$ cat config.mk
export PLATFORM = sky130hd
export DESIGN_NAME = mul_seq_flat
export DESIGN_NICKNAME = d
export VERILOG_FILES = /design/src/rtl/mul_seq_if.sv /design/src/rtl/mul_seq.sv /design/src/flat_wrapper.sv
export SDC_FILE = /design/constraint.sdc
export NUM_CORES = 1
export LEC_CHECK = 0
export ABC_AREA = 1
export ABC_CLOCK_PERIOD_IN_PS = 4300
export BUFFER_PORTS_ARGS = -buffer_cell sky130_fd_sc_hd__buf_4
export CORE_ASPECT_RATIO = 0.6
export CORE_UTILIZATION = 45
export CTS_BUF_LIST = sky130_fd_sc_hd__clkbuf_2
export DETAILED_ROUTE_END_ITERATION = 7
export PLACE_DENSITY_LB_ADDON = 0.12
export SKIP_CTS_REPAIR_TIMING = 1
export SLEW_MARGIN = 20
export SYNTH_ARGS = -nofsm -noshare
export SYNTH_HDL_FRONTEND = slang
export SYNTH_SLANG_ARGS = --single-unit
$ cat constraint.sdc
create_clock -name clk -period 4.3 [get_ports clk]
set_input_delay 0.645 -clock clk [delete_from_list [all_inputs] [get_ports clk]]
set_output_delay 0.645 -clock clk [all_outputs]
set_load 0.05 [all_outputs]
$ cat src/rtl/mul_seq_if.sv
// mul_seq_if: bundles the EX-stage multiply request and the regfile
// write-back signals of mul_seq.
//   master (EX side):    drives start_i, signed_i, opa_i, opb_i, annul_i;
//                        receives hi_o, lo_o, mul_we_o, stallreq_o, busy_o
//   slave  (multiplier): the mirror image of master
interface mul_seq_if #(
  parameter int WIDTH = 32
);
  logic             start_i;
  logic             signed_i;
  logic [WIDTH-1:0] opa_i;
  logic [WIDTH-1:0] opb_i;
  logic             annul_i;
  logic [WIDTH-1:0] hi_o;
  logic [WIDTH-1:0] lo_o;
  logic             mul_we_o;
  logic             stallreq_o;
  logic             busy_o;

  modport master (
    output start_i, signed_i, opa_i, opb_i, annul_i,
    input  hi_o, lo_o, mul_we_o, stallreq_o, busy_o
  );

  modport slave (
    input  start_i, signed_i, opa_i, opb_i, annul_i,
    output hi_o, lo_o, mul_we_o, stallreq_o, busy_o
  );
endinterface

$ cat src/rtl/mul_seq.sv
// mul_seq: sequential WIDTH x WIDTH multiplier (radix-2 shift-add, one
// multiplier bit per cycle). The product is written to the register file
// multiply port (hi -> r31, lo -> r30) by a single-cycle write pulse.
// Ports:
//   clk            rising-edge clock
//   rst            synchronous, active-high reset
//   bus (slave)    start_i/signed_i/opa_i/opb_i/annul_i request from EX,
//                  hi_o/lo_o/mul_we_o result to the regfile,
//                  stallreq_o to the stall controller, busy_o status
//
// state  | meaning
// -------+-------------------------------------------------------------
// S_IDLE | waiting for start_i; request accepted here
// S_CALC | one shift-add step per cycle, WIDTH cycles in total
// S_DONE | result on hi_o/lo_o, mul_we_o high for this single cycle
module mul_seq #(
  parameter int WIDTH = 32
) (
  input  logic      clk,
  input  logic      rst,
  mul_seq_if.slave  bus
);

  localparam int CW = $clog2(WIDTH) + 1;

  typedef enum logic [1:0] {
    S_IDLE = 2'd0,
    S_CALC = 2'd1,
    S_DONE = 2'd2
  } state_t;

  state_t             state_q, state_d;
  logic [CW-1:0]      cnt_q, cnt_d;
  logic [2*WIDTH-1:0] acc_q, acc_d;
  logic [2*WIDTH-1:0] mcand_q, mcand_d;
  logic [WIDTH-1:0]   mplier_q, mplier_d;
  logic               neg_q, neg_d;
  logic [WIDTH-1:0]   hi_q, hi_d;
  logic [WIDTH-1:0]   lo_q, lo_d;
  logic               mul_we_q, mul_we_d;

  logic               accept;
  logic               zero_op;
  logic               last_step;
  logic [WIDTH-1:0]   mag_a, mag_b;
  logic [2*WIDTH-1:0] acc_sum;
  logic [2*WIDTH-1:0] prod_fin;

  // Request qualification and operand magnitudes. The most negative value
  // negates to itself, which is exactly its unsigned magnitude.
  assign accept    = (state_q == S_IDLE) && bus.start_i && !bus.annul_i;
  assign zero_op   = (bus.opa_i == '0) || (bus.opb_i == '0);
  assign mag_a     = (bus.signed_i && bus.opa_i[WIDTH-1]) ? -bus.opa_i : bus.opa_i;
  assign mag_b     = (bus.signed_i && bus.opb_i[WIDTH-1]) ? -bus.opb_i : bus.opb_i;
  assign last_step = (cnt_q == CW'(WIDTH - 1));

  // The multiplicand is kept unshifted; the shift by cnt is applied here so
  // the final step's contribution is included in the value written to hi/lo.
  assign acc_sum  = acc_q + (mplier_q[0] ? (mcand_q << cnt_q) : '0);
  assign prod_fin = neg_q ? -acc_sum : acc_sum;

  // State register
  always_ff @(posedge clk) begin
    if (rst) state_q <= S_IDLE;
    else     state_q <= state_d;
  end

  // Next-state logic
  always_comb begin
    state_d = state_q;
    case (state_q)
      S_IDLE: begin
        if (accept) state_d = zero_op ? S_DONE : S_CALC;
      end
      S_CALC: begin
        if (bus.annul_i)    state_d = S_IDLE;
        else if (last_step) state_d = S_DONE;
      end
      S_DONE: state_d = S_IDLE;
      default: state_d = S_IDLE;
    endcase
  end

  // Outputs. The write pulse is suppressed by a same-cycle flush.
  always_comb begin
    bus.stallreq_o = !rst && (accept || (state_q == S_CALC));
    bus.busy_o     = (state_q != S_IDLE);
    bus.mul_we_o   = mul_we_q && !bus.annul_i;
    bus.hi_o       = hi_q;
    bus.lo_o       = lo_q;
  end

  // Datapath next values
  always_comb begin
    cnt_d    = cnt_q;
    acc_d    = acc_q;
    mcand_d  = mcand_q;
    mplier_d = mplier_q;
    neg_d    = neg_q;
    hi_d     = hi_q;
    lo_d     = lo_q;
    mul_we_d = 1'b0;
    case (state_q)
      S_IDLE: begin
        if (accept) begin
          if (zero_op) begin
            hi_d     = '0;
            lo_d     = '0;
            mul_we_d = 1'b1;
          end else begin
            mcand_d  = {{WIDTH{1'b0}}, mag_a};
            mplier_d = mag_b;
            neg_d    = bus.signed_i && (bus.opa_i[WIDTH-1] ^ bus.opb_i[WIDTH-1]);
            acc_d    = '0;
            cnt_d    = '0;
          end
        end
      end
      S_CALC: begin
        if (!bus.annul_i) begin
          acc_d    = acc_sum;
          mplier_d = mplier_q >> 1;
          cnt_d    = cnt_q + 1'b1;
          if (last_step) begin
            hi_d     = prod_fin[2*WIDTH-1:WIDTH];
            lo_d     = prod_fin[WIDTH-1:0];
            mul_we_d = 1'b1;
          end
        end
      end
      default: ;
    endcase
  end

  // Datapath registers
  always_ff @(posedge clk) begin
    if (rst) begin
      cnt_q    <= '0;
      acc_q    <= '0;
      mcand_q  <= '0;
      mplier_q <= '0;
      neg_q    <= 1'b0;
      hi_q     <= '0;
      lo_q     <= '0;
      mul_we_q <= 1'b0;
    end else begin
      cnt_q    <= cnt_d;
      acc_q    <= acc_d;
      mcand_q  <= mcand_d;
      mplier_q <= mplier_d;
      neg_q    <= neg_d;
      hi_q     <= hi_d;
      lo_q     <= lo_d;
      mul_we_q <= mul_we_d;
    end
  end

endmodule

$ cat src/flat_wrapper.sv
// flat-port wrapper written by rule: the top's interface ports become plain ports
module mul_seq_flat 
#(
  parameter int WIDTH = 32
)
  (clk, rst, bus_start_i, bus_signed_i, bus_opa_i, bus_opb_i, bus_annul_i, bus_hi_o, bus_lo_o, bus_mul_we_o, bus_stallreq_o, bus_busy_o);
  mul_seq_if #(.WIDTH(WIDTH)) bus_i ();
  input  logic clk;
  input  logic rst;
  input wire logic [$bits(bus_i.start_i)-1:0] bus_start_i;
  input wire logic [$bits(bus_i.signed_i)-1:0] bus_signed_i;
  input wire logic [$bits(bus_i.opa_i)-1:0] bus_opa_i;
  input wire logic [$bits(bus_i.opb_i)-1:0] bus_opb_i;
  input wire logic [$bits(bus_i.annul_i)-1:0] bus_annul_i;
  output wire logic [$bits(bus_i.hi_o)-1:0] bus_hi_o;
  output wire logic [$bits(bus_i.lo_o)-1:0] bus_lo_o;
  output wire logic [$bits(bus_i.mul_we_o)-1:0] bus_mul_we_o;
  output wire logic [$bits(bus_i.stallreq_o)-1:0] bus_stallreq_o;
  output wire logic [$bits(bus_i.busy_o)-1:0] bus_busy_o;
  assign bus_i.start_i = bus_start_i;
  assign bus_i.signed_i = bus_signed_i;
  assign bus_i.opa_i = bus_opa_i;
  assign bus_i.opb_i = bus_opb_i;
  assign bus_i.annul_i = bus_annul_i;
  assign bus_hi_o = bus_i.hi_o;
  assign bus_lo_o = bus_i.lo_o;
  assign bus_mul_we_o = bus_i.mul_we_o;
  assign bus_stallreq_o = bus_i.stallreq_o;
  assign bus_busy_o = bus_i.busy_o;
  mul_seq #(.WIDTH(WIDTH)) u_core (.clk(clk), .rst(rst), .bus(bus_i));
endmodule
After elaboration in Yosys (flattened, before gate mapping) --
Index checks and enable logic that the tools add are counted.
Word-level totals: register bits after elaboration 202, bits in latches 0, bits in writable memories 0, memory bits (read-only) 0, bits of input ports 69, output and inout bits 67, logic and storage cells 79, memories kept 0
Cells by class: add/subtract/negate cells 5, $mul 0, divide/modulo/power cells 0, order comparisons 0, eq/ne operators 8, shift operators 1, multiplexer cells 34, bitwise logic cells 2, reduce and logical (&&, ||, !) cells 20
Operators by type and width (number):
- $mux 32 | 11
- $mux 64 | 5
- $pmux 32 s2 | 3
- $pmux 64 s2 | 1
- $add 64x64->64 | 1
- $logic_not 32->1 | 2
- $neg 32->32 | 2
- $neg 64->64 | 1
- $shl 32x6->64 | 1
- $mux 6 | 3
- $pmux 6 s2 | 1
- $mux 2 | 4
- $logic_and 1x1->1 | 7
- $add 6x1->6 const B | 1
- $eq 6x5->1 const B | 1
- $ne 2x1->1 const B | 3
- $reduce_and 5->1 | 1
- $mux 1 | 4
- $ne 2x2->1 const B | 2
- $pmux 2 s2 | 1
- $reduce_and 4->1 | 1
- $reduce_bool 2->1 | 2
- $ne 3x2->1 const B | 1
- $reduce_and 3->1 | 1
- other kinds (8) | 10

Longest topological paths before layout --
depth in word-level cells 8, depth in mapped cells 40, mapped depth without buffers 38

Worst setup path before layout --
Ideal clock, no wire load.
kind register -> register, start register u_core.cnt_q[0], end register u_core.hi_q[12] (netlist: u_core.bus.hi_o[12]), library setup time 132 ps, data arrival time 3927 ps, data required time 4168 ps, slack 240 ps, stages on the path, launching flop included 31, buffers on the path 3, clock period less this slack 4060 ps, cell sequence dfxtp_1 > buf_2 > inv_1 > buf_2 > buf_1 > nand2_1 > nor2_1 > nand2_1 > nor2_1 > nand2_1 > nor2_1 > ha_1 > inv_1 > fa_1 > ha_1 > inv_1 > nor2_1 > nand3_1 > nor2_1 > nand2_1 > nor2_4 > nand3_1 > nor2_4 > nand3_2 > nor2_4 > nand2_2 > nand2_1 > nand2_1 > xor2_1 > nand2_1 > a21oi_1
On the way: longest elaborated chain between the ends 8, elaborated cells between the ends (all ways) 11, classes of those cells add/sub (2); eq/ne (2); shift (1); mux (5); reduce/logical (1)
RTL lines:
- start: declaration | line mul_seq.sv:33 | logic [CW-1:0] cnt_q, cnt_d;
- start signal: assignment | line mul_seq.sv:147 | cnt_q <= cnt_d;
- $shl 32x6->64 | line mul_seq.sv:59 | assign acc_sum = acc_q + (mplier_q[0] ? (mcand_q << cnt_q) : '0);
- $mux 64 | line mul_seq.sv:59
- $add 64x64->64 | line mul_seq.sv:59
- $neg 64->64 | line mul_seq.sv:60 | assign prod_fin = neg_q ? -acc_sum : acc_sum;
- $mux 64 | line mul_seq.sv:60
- $mux 32 | line mul_seq.sv:124 | if (last_step) begin
- $mux 32 | line mul_seq.sv:120 | if (!bus.annul_i) begin
- $pmux 32 s2 | line mul_seq.sv:103 | case (state_q)
- end signal: assignment | line mul_seq.sv:152 | hi_q <= hi_d;
- end: declaration | line mul_seq.sv:38 | logic [WIDTH-1:0] hi_q, hi_d;
Parallel ways exist; a longest one is shown, timed or not. The select of a mux whose other input is x is not followed. A chain may end at the register's enable or synchronous reset.

Final worst setup path --
start register u_core.cnt_q[0], end register u_core.hi_q[19] (netlist: u_core.bus.hi_o[19])
Same word-level chain as after synthesis.

==> flow_summary.toml <==
[hold_path]
min_to = "u_core.mcand_q[19]"
hp-start = "bus_opa_i[19]"
whs_path_depth = 3
min_path_type = "in2reg"

[worst_setup_path]
r2r_end = "u_core.bus.hi_o[19]"
reg2reg_slack_ps = -410
reg2reg_from = "u_core.cnt_q[0]"
worstSetupEndpointType = "flip-flop"
rr_worst_depth = 32
cpPeakStageDelay_ps = 410
critPathMaxFanout = 14
path_buf_inv = 7
cpMostUsedCell = "nand2_2"
arrival_ps = 5560
cp.required_ps = 5140
crit_type = "reg2reg"
critPathLaunchType = "flip-flop"
cp_top_family = "simple AND/OR/NAND/NOR gates"
slowest_stage = "dfxtp_4"

[timing]
setup_ws_ps = -413
timing.fmax_ghz = 0.212
whs_ps = 19.8
setup-violations-final = 46
skew_ps = 80.0
rsz0062_at_grt = "yes"
worstMarginPinSlew_ps = 953
fin_crit_ps = 4710
slew-limit-headroom = 0.361
maxSlewViolCount = 0
period_share = 1.10
hold_violations = 0

[route]
wl_um = 100000
detail-route-antenna-nets = 0
num_vias = 28000
drc_errors = 0
vias_per_cell = 5.66
drt_iter0_markers = 4223
wl_per_cell_um = 20.3
drtPass1Iterations = 7

[run_status]
failed_checks = "negative setup slack"
outcome = "complete, but fails checks"

[finish]
multiInputGateArea_um2 = 16200
synthToLayoutAreaGrowth_pct = 56.7
layout-drive-gt1-share = 0.377
final_util = 0.717
nets = 4468
fillers = 3588
regArea_um2 = 4050

[synthesis]
yosys_warnings = 0
yosys-top-cells-area = "nand2_1, dfxtp_1, inv_1, nor2_1, a21oi_1"
ys_seq_elements = 202
syn_area_per_cell_um2 = 5.43
synthCells = 3533
syn-num-nets = 3670
synth_ff_type = "dfxtp_1"
async_reset_ff_frac = 0
synth.distinct_cells = 49
synth_edf_count = 0
synthesis.area_um2 = 19200
yosysTopAreaCell = "nand2_1"
netlist.area_leader.share = 0.256
ys_seq_area_frac = 0.211

[floorplan]
io_pins = 136
die_h_um = 162
rows = 58
die_x_um = 269
start_util = 0.457
core_um2 = 41900
die_area_um2 = 43500

[run]
max_cap_viol_count = 0

[placed_design]
place.gp.congestion = 1.10
dp_hpwl_um = 76500
portBuffers = 135

[cts]
clk_path_buf_depth = 3
clock_latency_ps = 1010
cts_sinks = 202
cts_tree = "done"
cts_root_buffer = "clkbuf_2"
cts_buffers = 51
ctsHtreeMaxLevel = 2
clkTransAtPathRegs_ps = 150

[grt]
grt_overflow = 0
antenna_found_initial = 1
grt_pass1_vias = 23500
grt_use_total = 0.418
grt_pass1_wl_um = 138000
grt_max_degree = 78

[power_and_ir_drop]
powerDensity_nw_per_um2 = 327
vdd_drop_max_mv = 0.338
leakagePower_nw = 15.1
## cell families (layout without fill, tap and decap cells)
kind of cell | count (synthesis) | count (layout) | share of synthesized area
and+or+nand+nor | 2035 | 2035 | 0.433
buffers and inverters | 578 | 1412 | 0.114
AOI/OAI and AO/OA | 574 | 574 | 0.162
DFF | 202 | 202 | 0.211
xor gates and xnor gates | 69 | 69 | 0.0315
adders and majority gates | 68 | 68 | 0.0447
muxes | 7 | 7 | 0.00365
other | 0 | 2 | 0
## through the flow
| stage | area [um2] | total power [mW] | setup TNS, ps | cells | worst slack, ps |
|---|---|---|---|---|---|
| 2_1_floorplan | 19200 | 4.77 | 0 | 3533 | 240 |
| 3_3_place_gp | 25500 | 6.83 | -46220 | 4761 | -1200 |
| 3_5_place_dp | 25500 | 6.92 | -46900 | 4761 | -1100 |
| 4_1_cts | 26000 | 8.46 | -49480 | 4850 | -1140 |
| 5_1_grt | 30100 | 10.3 | -20120 | 4939 | -627 |
| 6_report | 30100 | 9.82 | -12110 | 4939 | -413 |
## area by class of cell
| class | instances | share of cell area |
|---|---|---|
| clock buffers | 71 | 0.0118 |
| well taps | 570 | 0.0237 |
| clock inverters | 18 | 0.00449 |
| inverters | 453 | 0.0568 |
| multi-input cells | 2753 | 0.538 |
| repair buffers | 870 | 0.230 |
| diodes | 2 | 0.000166 |
| flip-flops and latches | 202 | 0.135 |
## registers in the layout, indices dropped and copies added (netlist names)
| signal | count |
|---|---|
| u_core.acc_q | 64 |
| u_core.bus.hi_o | 32 |
| u_core.bus.lo_o | 32 |
| u_core.mcand_q | 32 |
| u_core.mplier_q | 32 |
| u_core.cnt_q | 6 |
| u_core.state_q | 2 |
| u_core.mul_we_q | 1 |
| u_core.neg_q | 1 |
## synth_stat cells (17+ instances only)
cell	instances
nand3_1	226
nor3_1	34
dfxtp_1	202
clkbuf_1	90
a31oi_1	25
o21ai_0	212
o22ai_1	20
nor2_1	359
ha_1	67
a21oi_1	258
xnor2_1	22
nand4_1	35
inv_1	446
buf_1	18
buf_2	17
nand2_1	1308
xor2_1	47
## cell usage in the layout (no fill, tap or decap), types with 45 or more instances in the layout
cell type | synthesis | final
dfxtp_1 | 202 | 199
xor2_1 | 47 | 45
inv_1 | 446 | 413
nand2_1 | 1308 | 1059
nor2_4 | 3 | 90
clkbuf_2 | 0 | 71
nor2_1 | 359 | 209
nand2_2 | 13 | 214
nand3_1 | 226 | 177
nand3_2 | 10 | 48
a21oi_1 | 258 | 214
o21ai_2 | 1 | 54
buf_4 | 0 | 803
o21ai_0 | 212 | 110
nand2_4 | 0 | 48
nor2_2 | 13 | 76
## worst register-to-register path, delay by kind of cell (launching register included)
family / cells / cell delay [ps]
mux: 1 / 250
fa+ha+maj: 1 / 380
simple gates: 19 / 2160
compound gates: 4 / 520
buf+inv: 7 / 930
flops: 1 / 410
## worst max path at each step
| stage | startpoint | end | slack [ps] | cells after the start |
|---|---|---|---|---|
| floorplan | u_core.cnt_q[0] | u_core.bus.hi_o[12] | 240 | 30 |
| global placement | u_core.cnt_q[0] | u_core.bus.hi_o[19] | -1200 | 33 |
| detailed placement | u_core.cnt_q[0] | u_core.bus.hi_o[26] | -1100 | 30 |
| CTS | u_core.cnt_q[0] | u_core.bus.hi_o[26] | -1140 | 30 |
| global route | u_core.cnt_q[0] | u_core.bus.hi_o[26] | -630 | 33 |
| finish | u_core.cnt_q[0] | u_core.bus.hi_o[19] | -410 | 32 |
## where the power goes
part | total [mW] | switching, mW | leakage (nW) | internal, mW
clock network | 1.55 | 0.971 | 0.363 | 0.577
logic | 6.02 | 3.62 | 13.1 | 2.40
registers | 2.25 | 0.156 | 1.64 | 2.09
## routing by layer
layer,GRT usage,up-vias,part of all wire
met1,0.657,13000,0.44
met2,0.503,1874,0.37
met3,0.186,160,0.18
met5,0,-,0.00040
met4,0.0594,2,0.015
li1,-,12900,-
No activity file was read; power rests on OpenSTA's default activity.
